$ cat src/rtl/rf_wport_arbiter.sv
// Register-file write-port arbiter: WB has priority, LU results wait in a 2-entry FIFO
// and drain into idle slots; a starvation counter forces a one-cycle WB hold.
module rf_wport_arbiter #(
  parameter int STARVE_LIMIT = 4
) (
  input  logic        clk,
  input  logic        reset,
  input  logic        wb_we,
  input  logic [4:0]  wb_waddr,
  input  logic [31:0] wb_wdata,
  input  logic [31:0] wb_pc,
  output logic        wb_hold,
  input  logic        lu_valid,
  output logic        lu_ready,
  input  logic [4:0]  lu_waddr,
  input  logic [31:0] lu_wdata,
  input  logic [31:0] lu_pc,
  input  logic [4:0]  id_raddr1,
  input  logic [4:0]  id_raddr2,
  input  logic [4:0]  id_waddr,
  output logic        id_pend_hit,
  output logic [1:0]  pend_cnt,
  output logic        rf_we,
  output logic [4:0]  rf_waddr,
  output logic [31:0] rf_wdata,
  output logic [31:0] debug_wb_pc,
  output logic [3:0]  debug_wb_rf_wen,
  output logic [4:0]  debug_wb_rf_wnum,
  output logic [31:0] debug_wb_rf_wdata
);

  typedef enum logic {ARB, HOLD} state_t;

  localparam logic [3:0] STARVE_MAX = 4'(STARVE_LIMIT - 1);

  state_t      state;
  logic [4:0]  q_waddr [2];
  logic [31:0] q_wdata [2];
  logic [31:0] q_pc    [2];
  logic        rd_ptr, wr_ptr;
  logic [1:0]  count;
  logic [3:0]  starve;

  logic        hold, push, pop, grant_wb, go_hold, granted;
  logic [1:0]  ent_vld;
  logic [4:0]  g_waddr;
  logic [31:0] g_wdata, g_pc;

  assign hold     = (state == HOLD);
  assign lu_ready = ~reset & (count != 2'd2);
  assign push     = lu_valid & lu_ready;
  assign pop      = ~reset & (count != 2'd0) & (hold | ~wb_we);
  assign grant_wb = ~reset & ~hold & wb_we;
  assign granted  = pop | grant_wb;
  assign go_hold  = ~hold & (count != 2'd0) & ~pop & (starve == STARVE_MAX);

  always_comb begin
    g_waddr = 5'd0;
    g_wdata = 32'd0;
    g_pc    = 32'd0;
    if (pop) begin
      g_waddr = q_waddr[rd_ptr];
      g_wdata = q_wdata[rd_ptr];
      g_pc    = q_pc[rd_ptr];
    end else if (grant_wb) begin
      g_waddr = wb_waddr;
      g_wdata = wb_wdata;
      g_pc    = wb_pc;
    end
  end

  // r0 writes still consume the slot; only the enable is dropped
  assign rf_we             = granted & (g_waddr != 5'd0);
  assign rf_waddr          = g_waddr;
  assign rf_wdata          = g_wdata;
  assign debug_wb_pc       = g_pc;
  assign debug_wb_rf_wen   = {4{rf_we}};
  assign debug_wb_rf_wnum  = g_waddr;
  assign debug_wb_rf_wdata = g_wdata;

  assign wb_hold  = hold & ~reset;
  assign pend_cnt = reset ? 2'd0 : count;

  assign ent_vld[0] = (count == 2'd2) | ((count == 2'd1) & ~rd_ptr);
  assign ent_vld[1] = (count == 2'd2) | ((count == 2'd1) & rd_ptr);

  always_comb begin
    id_pend_hit = 1'b0;
    for (int i = 0; i < 2; i++)
      if (ent_vld[i] && q_waddr[i] != 5'd0 &&
          (q_waddr[i] == id_raddr1 || q_waddr[i] == id_raddr2 || q_waddr[i] == id_waddr))
        id_pend_hit = 1'b1;
    if (reset) id_pend_hit = 1'b0;
  end

  always_ff @(posedge clk) begin
    if (push) begin
      q_waddr[wr_ptr] <= lu_waddr;
      q_wdata[wr_ptr] <= lu_wdata;
      q_pc[wr_ptr]    <= lu_pc;
    end
  end

  always_ff @(posedge clk) begin
    if (reset) begin
      state  <= ARB;
      rd_ptr <= 1'b0;
      wr_ptr <= 1'b0;
      count  <= 2'd0;
      starve <= 4'd0;
    end else begin
      if (push) wr_ptr <= ~wr_ptr;
      if (pop)  rd_ptr <= ~rd_ptr;
      count <= count + 2'(push) - 2'(pop);
      if (pop || count == 2'd0 || hold) starve <= 4'd0;
      else if (starve != 4'hf)          starve <= starve + 4'd1;
      state <= go_hold ? HOLD : ARB;
    end
  end

endmodule
$ cat config.mk
export PLATFORM = sky130hd
export DESIGN_NAME = rf_wport_arbiter
export DESIGN_NICKNAME = d
export VERILOG_FILES = /design/src/rtl/rf_wport_arbiter.sv
export SDC_FILE = /design/constraint.sdc
export NUM_CORES = 1
export LEC_CHECK = 0
export ABC_CLOCK_PERIOD_IN_PS = 7900
export BUFFER_PORTS_ARGS = -buffer_cell sky130_fd_sc_hd__buf_4
export CAP_MARGIN = 0
export CORE_MARGIN = 5
export CORE_UTILIZATION = 52
export CTS_CLUSTER_SIZE = 20
export DETAILED_ROUTE_END_ITERATION = 10
export PLACE_DENSITY = 0.85
export SETUP_SLACK_MARGIN = 0.02
export SLEW_MARGIN = 25
export SYNTH_ARGS = -nofsm -noshare
export SYNTH_HDL_FRONTEND = slang
export SYNTH_SLANG_ARGS = --single-unit
$ cat constraint.sdc
create_clock -name clk -period 7.9 [get_ports clk]
set_input_delay 0.79 -clock clk [delete_from_list [all_inputs] [get_ports clk]]
set_output_delay 0.79 -clock clk [all_outputs]
set_load 0.02 [all_outputs]
==> results.md <==
- Status: completed
- Worst r2r src: count[0]
- Hold buffer count at CTS: 0
- Die Ht: 124 um
- Core footprint: 0.0127 sq mm
- Clock sink count: 148
- Placement Setup Slack: 4.54 ns
- Total CTS buffers: 17
- Cells on worst reg2reg path: 5
- Final setup viols: 0
- WP data required: 7.11 ns
- Dominant synthesized flop cell: edfxtp_1
- Power Dens Cells: 233 mW/mm^2
- Post-synth cell types: 30
- Number of enable flip-flop cells after synthesis: 138
- Final nets: 906
- End point of the critical path: rf_wdata[31]
- Leading area contributor after synthesis: edfxtp_1
- Min-Delay Path Class: reg -> reg
- Tmin final: 3.39 ns
- Worst Slack Setup Final: 4.51 ns
- Routed WL per cell: 18.3 um
- Clock skew: 0.00918 ns
- CP startpoint kind: flip-flop
- Lkg Pwr: 3.62 nW
- R2R Setup Slk: 5.72 ns
- # IOs: 273
- Post-synth ARST share: 0%
- Clock latency on the worst-skew pair: 0.42 ns
- Period Utilization, post-route: 42.9%
- CP max FO: 39
- Pins Over Slew Limit: 0
- RR Endpoint: q_wdata[0][29]
- H-tree depth: 4
- Post-synthesis xor/xnor area fraction: 4.54%
- Antenna viol nets, final: 0
- Die W: 124 um
- Number of DRC markers in iteration 0: 354
- Syn Inst Count: 516
- Synthesized cell area: 0.00676 sq mm
- Top-area cell type share of the netlist area: 61.3%
- Compound-Gate Fraction of Synth Area: 6.13%
- GRT Util Overall: 21.5%
- Final hold viol count: 0
- Clk root buf: clkbuf_16
- Total number of vias: 4877
- DRC viols: 0
- Antenna violations before repair: 0
- Dpl hpwl: 12000 um
- Total wire length: 17000 um
- WS Path Type: reg -> out
- Post-synthesis mux area share: 10.4%
- Synth Warn #: 0
- Initial Util: 53.3%
- Resize count post-CTS: 0
- Peak VDD IR: 0.188 mV
- TNS Setup: 0 ns
- Most frequent cells in the layout: buf_4, edfxtp_1, nand2_1, mux2i_1, o21ai_0
- Postcts setup bufs: 0
- Post-Synth Adder-Cell Area: 0.556%
- Largest net degree at the start of global routing: 72
- Longest Clk Path Bufs: 2
- RSZ-0062 raised after global routing: no
- Port buffer count: 272
- Row Count: 41
- Clock Pin Slew Worst Setup and Hold Paths: 0.06 ns
- Hold_ws: 0.527 ns
- Routability cong.: 0.928
- CTS tree: done
- Max Fclk: 295 MHz
- Synth Area in Simple Gates: 7.46%
- Worst Setup End Kind: output pin
- Crit path DAT: 2.60 ns
- Slew HR: 35.8%
- Most common cell after layout, fill and taps aside: buf_4
- # diodes: 0
- Drt pass-1 iters: 5
- Main combinational cell family by area after synthesis: multiplexers
- Vias in the first global route: 4984
- Area delta synth->final: 36.6%
- GR Overflow Total: 0
- Share of layout cells above drive strength 1: 41.0%
- Max Cap Viol: 0
- Syn Nets: 676
- First-pass GRT wire length: 24700 um
- Seq/Total Area, Yosys: 64.3%
- Area contributors post-synth: edfxtp_1, mux2i_1, buf_4, o21ai_0, nand2_1
- Synthesized flop and latch total: 148
- Die area: 0.0154 sq mm
- Worst-Margin Slew: 0.963 ns
- Vias/cell: 5.24
- Syn avg cell area: 13.1 sq um
[logic make-up (layout without fill, tap and decap cells)]
kind of cell	count (synthesis)	count (layout)
AO/OA/AOI/OAI	77	77
XOR/XNOR	35	35
adder cells (fa/ha/maj)	3	3
buffers and inverters	67	310
flip-flops	148	148
multiplexers	70	70
AND/OR/NAND/NOR	116	116
[worst max-delay path: stages (launching register included)]
cell	delay [ns]
dfxtp_4	0.70
buf_4	0.65
mux2i_1	0.21
o21ai_0	0.37
buf_4	0.22
[power by group]
group	internal, W	switching, W
combinational	0.000175	0.000212
clock	0.000526	0.000304
sequential	0.000906	0.0000271
[routing by layer]
layer	track usage [%]	vias to the layer above	part of all wire [%]
met5	0	-	0
met4	8.15	0	1.7
met3	6.36	27	10
met2	39.8	257	54
met1	23.1	2299	34
li1	-	2294	-
[stage by stage]
stage / utilization [%] / cells / cell area [sq um] / total power, W
3_5_place_dp: 68.0 / 899 / 8610 / 0.00134
5_1_grt: 72.8 / 931 / 9230 / 0.00223
3_3_place_gp: 68.0 / 899 / 8610 / 0.00132
2_1_floorplan: - / 516 / 6760 / 0.00118
6_report: 72.8 / 931 / 9230 / 0.00215
4_1_cts: 72.8 / 931 / 9230 / 0.00217
[state kept, by name (all words and copies together) (netlist names), named ones only]
signal   count
q_pc        64
q_wdata     64
q_waddr     10
starve       4
count        2
hold         1
rd_ptr       1
wr_ptr       1
[synthesized netlist by cell type (5+ instances only)]
library cell and instances:
o21ai_0 67, clkbuf_1 7, mux2i_1 70, nor2_1 15, nand2_1 72, buf_4 48, edfxtp_1 138, nor3_1 10
nand3_1 8, xor2_1 15, nor2b_1 5, buf_2 8, dfxtp_1 10, xnor2_1 20
[final cells by class]
type	count	area (sq um)
clock inverter	14	184
multi-input combinational	301	1980
fill	812	3440
tap	172	215
clock buffer	18	429
timing repair buffer	275	2060
sequential	148	4350
inverter	3	11.3
[worst min path at each step]
stage	endpoint	startpoint	slack, ns	depth (start not counted)
2_1_floorplan	hold	starve[3]	0.47	1
3_3_place_gp	hold	starve[3]	0.49	1
3_5_place_dp	hold	starve[3]	0.52	1
4_1_cts	hold	starve[3]	0.52	1
5_1_grt	q_pc[1][17]	lu_pc[17]	0.54	1
6_report	hold	starve[3]	0.53	1
No activity file was read; power rests on OpenSTA's default activity.
